### src/rtl/csr_pkg.sv
// Shared CSR definitions: address map, system-op encodings, trap causes and the
// access-controller state enum. The CSR register file uses the same address constants.
package csr_pkg;

    localparam logic [11:0] CSR_MSTATUS = 12'h000;
    localparam logic [11:0] CSR_MTVEC   = 12'h005;
    localparam logic [11:0] CSR_MEPC    = 12'h041;
    localparam logic [11:0] CSR_MCAUSE  = 12'h042;
    localparam logic [11:0] CSR_MIP     = 12'h044;

    localparam logic [2:0] OP_NOP    = 3'd0;
    localparam logic [2:0] OP_CSRRW  = 3'd1;
    localparam logic [2:0] OP_CSRRWI = 3'd2;
    localparam logic [2:0] OP_ECALL  = 3'd3;
    localparam logic [2:0] OP_EBREAK = 3'd4;
    localparam logic [2:0] OP_MRET   = 3'd5;

    localparam int CAUSE_ECALL_DEF   = 11;
    localparam int CAUSE_EBREAK_DEF  = 3;
    localparam int CAUSE_ILLEGAL_DEF = 2;

    typedef enum logic [2:0] {
        ST_IDLE    = 3'd0,
        ST_RW      = 3'd1,
        ST_T_EPC   = 3'd2,
        ST_T_CAUSE = 3'd3,
        ST_T_VEC   = 3'd4,
        ST_RET     = 3'd5
    } state_e;

    function automatic logic csr_known(input logic [11:0] addr);
        return (addr == CSR_MSTATUS) || (addr == CSR_MTVEC) || (addr == CSR_MEPC) ||
               (addr == CSR_MCAUSE)  || (addr == CSR_MIP);
    endfunction

endpackage

### src/rtl/csr_access_ctrl.sv
// Initiator side of the CSR file port: sequences csrrw/csrrwi accesses, trap entry
// (mepc, mcause, vector fetch) and mret, returning rd writeback or a PC redirect.
module csr_access_ctrl
    import csr_pkg::*;
#(
    parameter int XLEN          = 32,
    parameter int CAUSE_ECALL   = CAUSE_ECALL_DEF,
    parameter int CAUSE_EBREAK  = CAUSE_EBREAK_DEF,
    parameter int CAUSE_ILLEGAL = CAUSE_ILLEGAL_DEF
) (
    input  logic            clk,
    input  logic            rst_n,
    input  logic            req_valid,
    output logic            req_ready,
    input  logic [2:0]      req_op,
    input  logic [11:0]     req_csr,
    input  logic [XLEN-1:0] req_rs1,
    input  logic [4:0]      req_zimm,
    input  logic [4:0]      req_rd,
    input  logic [XLEN-1:0] req_pc,
    output logic            csr_w,
    output logic [11:0]     csr_addr,
    output logic [XLEN-1:0] csr_wdata,
    input  logic [XLEN-1:0] csr_rdata,
    output logic            rd_we,
    output logic [4:0]      rd_idx,
    output logic [XLEN-1:0] rd_data,
    output logic            redirect,
    output logic [XLEN-1:0] redirect_pc,
    output logic            busy
);

    state_e          state_q, state_d;
    logic [11:0]     csr_q, csr_d;
    logic [XLEN-1:0] operand_q, operand_d;
    logic [4:0]      rd_q, rd_d;
    logic [XLEN-1:0] pc_q, pc_d;
    logic [XLEN-1:0] cause_q, cause_d;

    always_ff @(posedge clk or negedge rst_n) begin
        if (!rst_n) begin
            state_q   <= ST_IDLE;
            csr_q     <= '0;
            operand_q <= '0;
            rd_q      <= '0;
            pc_q      <= '0;
            cause_q   <= '0;
        end else begin
            state_q   <= state_d;
            csr_q     <= csr_d;
            operand_q <= operand_d;
            rd_q      <= rd_d;
            pc_q      <= pc_d;
            cause_q   <= cause_d;
        end
    end

    always_comb begin
        state_d     = state_q;
        csr_d       = csr_q;
        operand_d   = operand_q;
        rd_d        = rd_q;
        pc_d        = pc_q;
        cause_d     = cause_q;
        req_ready   = 1'b0;
        csr_w       = 1'b0;
        csr_addr    = '0;
        csr_wdata   = '0;
        rd_we       = 1'b0;
        rd_idx      = '0;
        rd_data     = '0;
        redirect    = 1'b0;
        redirect_pc = '0;

        unique case (state_q)
            ST_IDLE: begin
                req_ready = 1'b1;
                if (req_valid) begin
                    csr_d     = req_csr;
                    operand_d = (req_op == OP_CSRRWI) ? {{(XLEN-5){1'b0}}, req_zimm} : req_rs1;
                    rd_d      = req_rd;
                    pc_d      = req_pc;
                    case (req_op)
                        OP_NOP: ;
                        OP_CSRRW, OP_CSRRWI: begin
                            if (csr_known(req_csr)) begin
                                state_d = ST_RW;
                            end else begin
                                state_d = ST_T_EPC;
                                cause_d = XLEN'(CAUSE_ILLEGAL);
                            end
                        end
                        OP_ECALL: begin
                            state_d = ST_T_EPC;
                            cause_d = XLEN'(CAUSE_ECALL);
                        end
                        OP_EBREAK: begin
                            state_d = ST_T_EPC;
                            cause_d = XLEN'(CAUSE_EBREAK);
                        end
                        OP_MRET: state_d = ST_RET;
                        default: begin
                            state_d = ST_T_EPC;
                            cause_d = XLEN'(CAUSE_ILLEGAL);
                        end
                    endcase
                end
            end
            ST_RW: begin
                // Old value is read in the same cycle the new one is written
                csr_w     = 1'b1;
                csr_addr  = csr_q;
                csr_wdata = operand_q;
                rd_we     = (rd_q != 5'd0);
                rd_idx    = rd_q;
                rd_data   = csr_rdata;
                state_d   = ST_IDLE;
            end
            ST_T_EPC: begin
                csr_w     = 1'b1;
                csr_addr  = CSR_MEPC;
                csr_wdata = pc_q;
                state_d   = ST_T_CAUSE;
            end
            ST_T_CAUSE: begin
                csr_w     = 1'b1;
                csr_addr  = CSR_MCAUSE;
                csr_wdata = cause_q;
                state_d   = ST_T_VEC;
            end
            ST_T_VEC: begin
                csr_addr    = CSR_MTVEC;
                redirect    = 1'b1;
                redirect_pc = {csr_rdata[XLEN-1:2], 2'b00};
                state_d     = ST_IDLE;
            end
            ST_RET: begin
                csr_addr    = CSR_MEPC;
                redirect    = 1'b1;
                redirect_pc = csr_rdata;
                state_d     = ST_IDLE;
            end
            default: state_d = ST_IDLE;
        endcase
    end

    assign busy = !req_ready;

endmodule

### config.mk
export PLATFORM = sky130hd
export DESIGN_NAME = csr_access_ctrl
export DESIGN_NICKNAME = d
export VERILOG_FILES = /design/src/rtl/csr_pkg.sv /design/src/rtl/csr_access_ctrl.sv
export SDC_FILE = /design/constraint.sdc
export NUM_CORES = 1
export LEC_CHECK = 0
export CAP_MARGIN = 20
export CORE_AREA = 2 2 151 79
export CTS_BUF_LIST = sky130_fd_sc_hd__clkbuf_4 sky130_fd_sc_hd__clkbuf_8
export CTS_CLUSTER_DIAMETER = 120
export DETAILED_ROUTE_END_ITERATION = 8
export DIE_AREA = 0 0 153 81
export PLACE_DENSITY = 0.9
export SLEW_MARGIN = 0
export SYNTH_ARGS = -nofsm -noshare
export SYNTH_HDL_FRONTEND = slang
export SYNTH_SLANG_ARGS = --single-unit
export TNS_END_PERCENT = 100
### constraint.sdc
create_clock -name clk -period 2.25 [get_ports clk]
set_input_delay 0.45 -clock clk [delete_from_list [all_inputs] [get_ports clk]]
set_output_delay 0.45 -clock clk [all_outputs]
set_load 0.05 [all_outputs]
==> results_dict.tcl <==
set metrics [dict create \
    clockBufferDepth 2 \
    endpoint_kind "output port" \
    cp_slowest_cell "dfrtp_2" \
    setup_viol 0 \
    htreeDepth 3 \
    async_flop_share_pct 100.0 \
    antenna_cells 0 \
    drive_above_1_share_pct 25.31 \
    track_usage_pct 26.69 \
    grt_pass1_wl_um 25280 \
    die_w_um 153 \
    worst_r2r_path_depth 6 \
    cellPowerDensity_mw_per_mm2 1434 \
    drtAntennaViolNets 0 \
    die_y_um 81 \
    synth-simple-area-share_pct 29.13 \
    hp-class "primary input to async pin" \
    yosys.cell_types.count 34 \
    status "completed" \
    slew_headroom_pct 65.28 \
    synth-edff-count 0 \
    gp_congestion 0.8795 \
    postSynthCellCount 488 \
    synth.net_count 612 \
    cp_top_family "flip-flops" \
    clock_latency_ps 340 \
    ys_warn_count 0 \
    yosysMostFrequentCell "nand2_1" \
    grt_antenna_before_repair 0 \
    path_max_fanout 34 \
    hold_violations 0 \
    worst_pin_slew_ps 520.8 \
    fin_skew_ps 7.569 \
    min_period_ps 2196 \
    coreArea_sq_mm 0.01132 \
    max_freq_ghz 0.4555 \
    ys_top_cells_by_area "dfrtp_1, nand2_1, a22o_1" \
    grt_remaining_overflow 0 \
    grt_pass1_vias 4591 \
    crit_type "register to output port" \
    clk_pin_slew_worst_paths_ps 90 \
    final_nets 855 \
    drc 0 \
    io_pins 242 \
    tns_ps 0 \
    drt-pass1-iter-count 6 \
    synth_top_area_share_pct 49.79 \
    total_power_w 0.01224 \
    area_delta_synth_final_pct 95.19 \
    io_buffers 241 \
    grt_max_degree 51 \
    ys_ff_latch 87 \
    required_ps 1800 \
    ys_seq_area_share_pct 49.79 \
    cts_buffers 9 \
    synth-xor-area-share_pct 0.2003 \
    cts_tree "yes" \
    dp_slack_ps -62.14 \
    synthMuxAreaShare_pct 2.403 \
    wl_per_cell_um 18.91 \
    drt_iter0_markers 209 \
    hpwl_um 12790 \
    cts_sinks 87 \
    p_leak_nw 3.898 \
    die_area_sq_mm 0.01239 \
    synth_common_cells "nand2_1, dfrtp_1, and2_1, a22o_1, clkbuf_1" \
    fin_ws_ps 54.37 \
    num_vias 4570 \
    synthAdderAreaFrac_pct 0 \
    critPathLaunchType "register" \
    regArea_sq_mm 0.002181 \
    start_util_pct 38.64 \
    cpMostUsedCell "buf_12" \
    synth_top_flop_cell "dfrtp_1" \
    synth_top_cell_by_area "dfrtp_1" \
    avgSynthCellArea_sq_um 8.961 \
    fin_crit_sh_pct 97.58 \
    via_per_inst 5.164 \
    critPathBufInv 2 \
    ir_drop_mv 1.063 \
    row_count 28 \
    multi_input_area_sq_mm 0.002105 \
    arrival_ps 1750 \
    rsz0062_at_grt "yes" \
    synth_compound_gate_area_share_pct 15.31 \
    nFillCells 724 \
    synth_top_family_by_area "simple AND/OR/NAND/NOR gates" \
    max_stage_delay_ps 450 \
    drv_slew 0 \
    maxCapViolCount 0 \
    wl_um 16740 \
    path_cells "nand2b_4 > nor2_4 > buf_12 > a22o_1 > buf_12" \
    cts_root_buf "clkbuf_8" \
    crit_cells 5 \
    synthesis.area_sq_mm 0.004373 \
]
## power by group
| group | switching, W | total, W | internal [W] |
|---|---|---|---|
| clock network | 0.000557 | 0.00132 | 0.000764 |
| logic | 0.00444 | 0.00813 | 0.00369 |
| registers | 0.000496 | 0.00278 | 0.00229 |
| total | 0.00549 | 0.0122 | 0.00674 |
## per-layer routing
metal	wire length (um)	part of all wire, %	GRT usage, %
met5	0	0	0
met4	310	1.9	6.852
met3	1011	6.0	6.083
met2	8813	53	49.37
met1	6600	39	32.17
## cell families (layout without fill, tap and decap cells)
kind of cell,after synthesis,in the layout
AO/OA/AOI/OAI,83,83
XOR/XNOR,1,1
buffers and inverters,36,283
flip-flops,87,87
multiplexers,10,10
AND/OR/NAND/NOR,271,271
## metrics by stage
step           util [%]  instances  hold slack (ps)  instance area, sq um
6_report          75.43        885            63.55                  8536
5_1_grt           75.43        885            74.09                  8536
4_1_cts           75.39        885            57.42                  8531
3_5_place_dp      72.38        864            449.6                  8190
3_3_place_gp      72.38        864            441.8                  8190
2_1_floorplan         -        488            154.4                  4374
## path summary, 6_finish.rpt
check / start / endpoint / slack [ps]
setup reg to reg: state_q[1] / operand_q[24] / 370
hold reg to reg: csr_q[5] / csr_q[5] / 480
max in group asynchronous: rst_n / pc_q[22] / 1530
min in group clk: csr_q[5] / csr_q[5] / 480
hold / removal: rst_n / csr_q[10] / 60
setup / recovery: state_q[2] / csr_wdata[18] / 50
## state kept, by name, summed over array words and instances (netlist names)
signal,cells
cause_q,3
operand_q,32
csr_q,12
rd_q,5
pc_q,32
state_q,3
## layout make-up
cell class	count	area share, %
flip-flops and latches	87	25.55
well taps	150	2.199
inverters	1	0.04398
repair buffers	267	44.69
clock buffers	10	1.612
clock inverters	5	1.246
multi-input cells	365	24.66
## worst register-to-register path, stage by stage (launching register included)
cell,delay (ps)
dfrtp_2,500
buf_4,200
nor3_2,230
nand2_2,190
a21oi_2,130
buf_4,320
a22o_1,230
## what timing repair did
action	in CTS	in global routing
endpoints found under the setup margin	68	98
gates cloned	1	0
resized for setup	7	8
buffers inserted	5	1
hold buffers	0	0
pin swaps	3	2
## cell usage in the layout (no fill, tap or decap), types with 2 or more instances in the layout
| master | synthesis | routed |
|---|---|---|
| and2_1 | 77 | 69 |
| bufinv_16 | 0 | 3 |
| a22o_1 | 56 | 55 |
| nand2b_1 | 3 | 2 |
| clkbuf_8 | 0 | 10 |
| nand2_1 | 160 | 159 |
| o21ai_1 | 1 | 2 |
| a21oi_1 | 4 | 4 |
| nor2b_1 | 3 | 3 |
| clkdlybuf4s50_1 | 0 | 122 |
| o21ai_0 | 11 | 10 |
| nor2_1 | 14 | 12 |
| mux2_2 | 4 | 4 |
| and3_1 | 2 | 2 |
| dfrtp_1 | 87 | 84 |
| a22oi_1 | 3 | 3 |
| or4_1 | 2 | 2 |
| buf_4 | 0 | 24 |
| nand3_1 | 3 | 3 |
| mux2i_1 | 6 | 6 |
| buf_12 | 0 | 120 |
| dfrtp_2 | 0 | 3 |
| nand4_1 | 2 | 2 |
| and2_4 | 0 | 7 |
| nor3_2 | 2 | 2 |
Power figures use the tool's default switching activity.
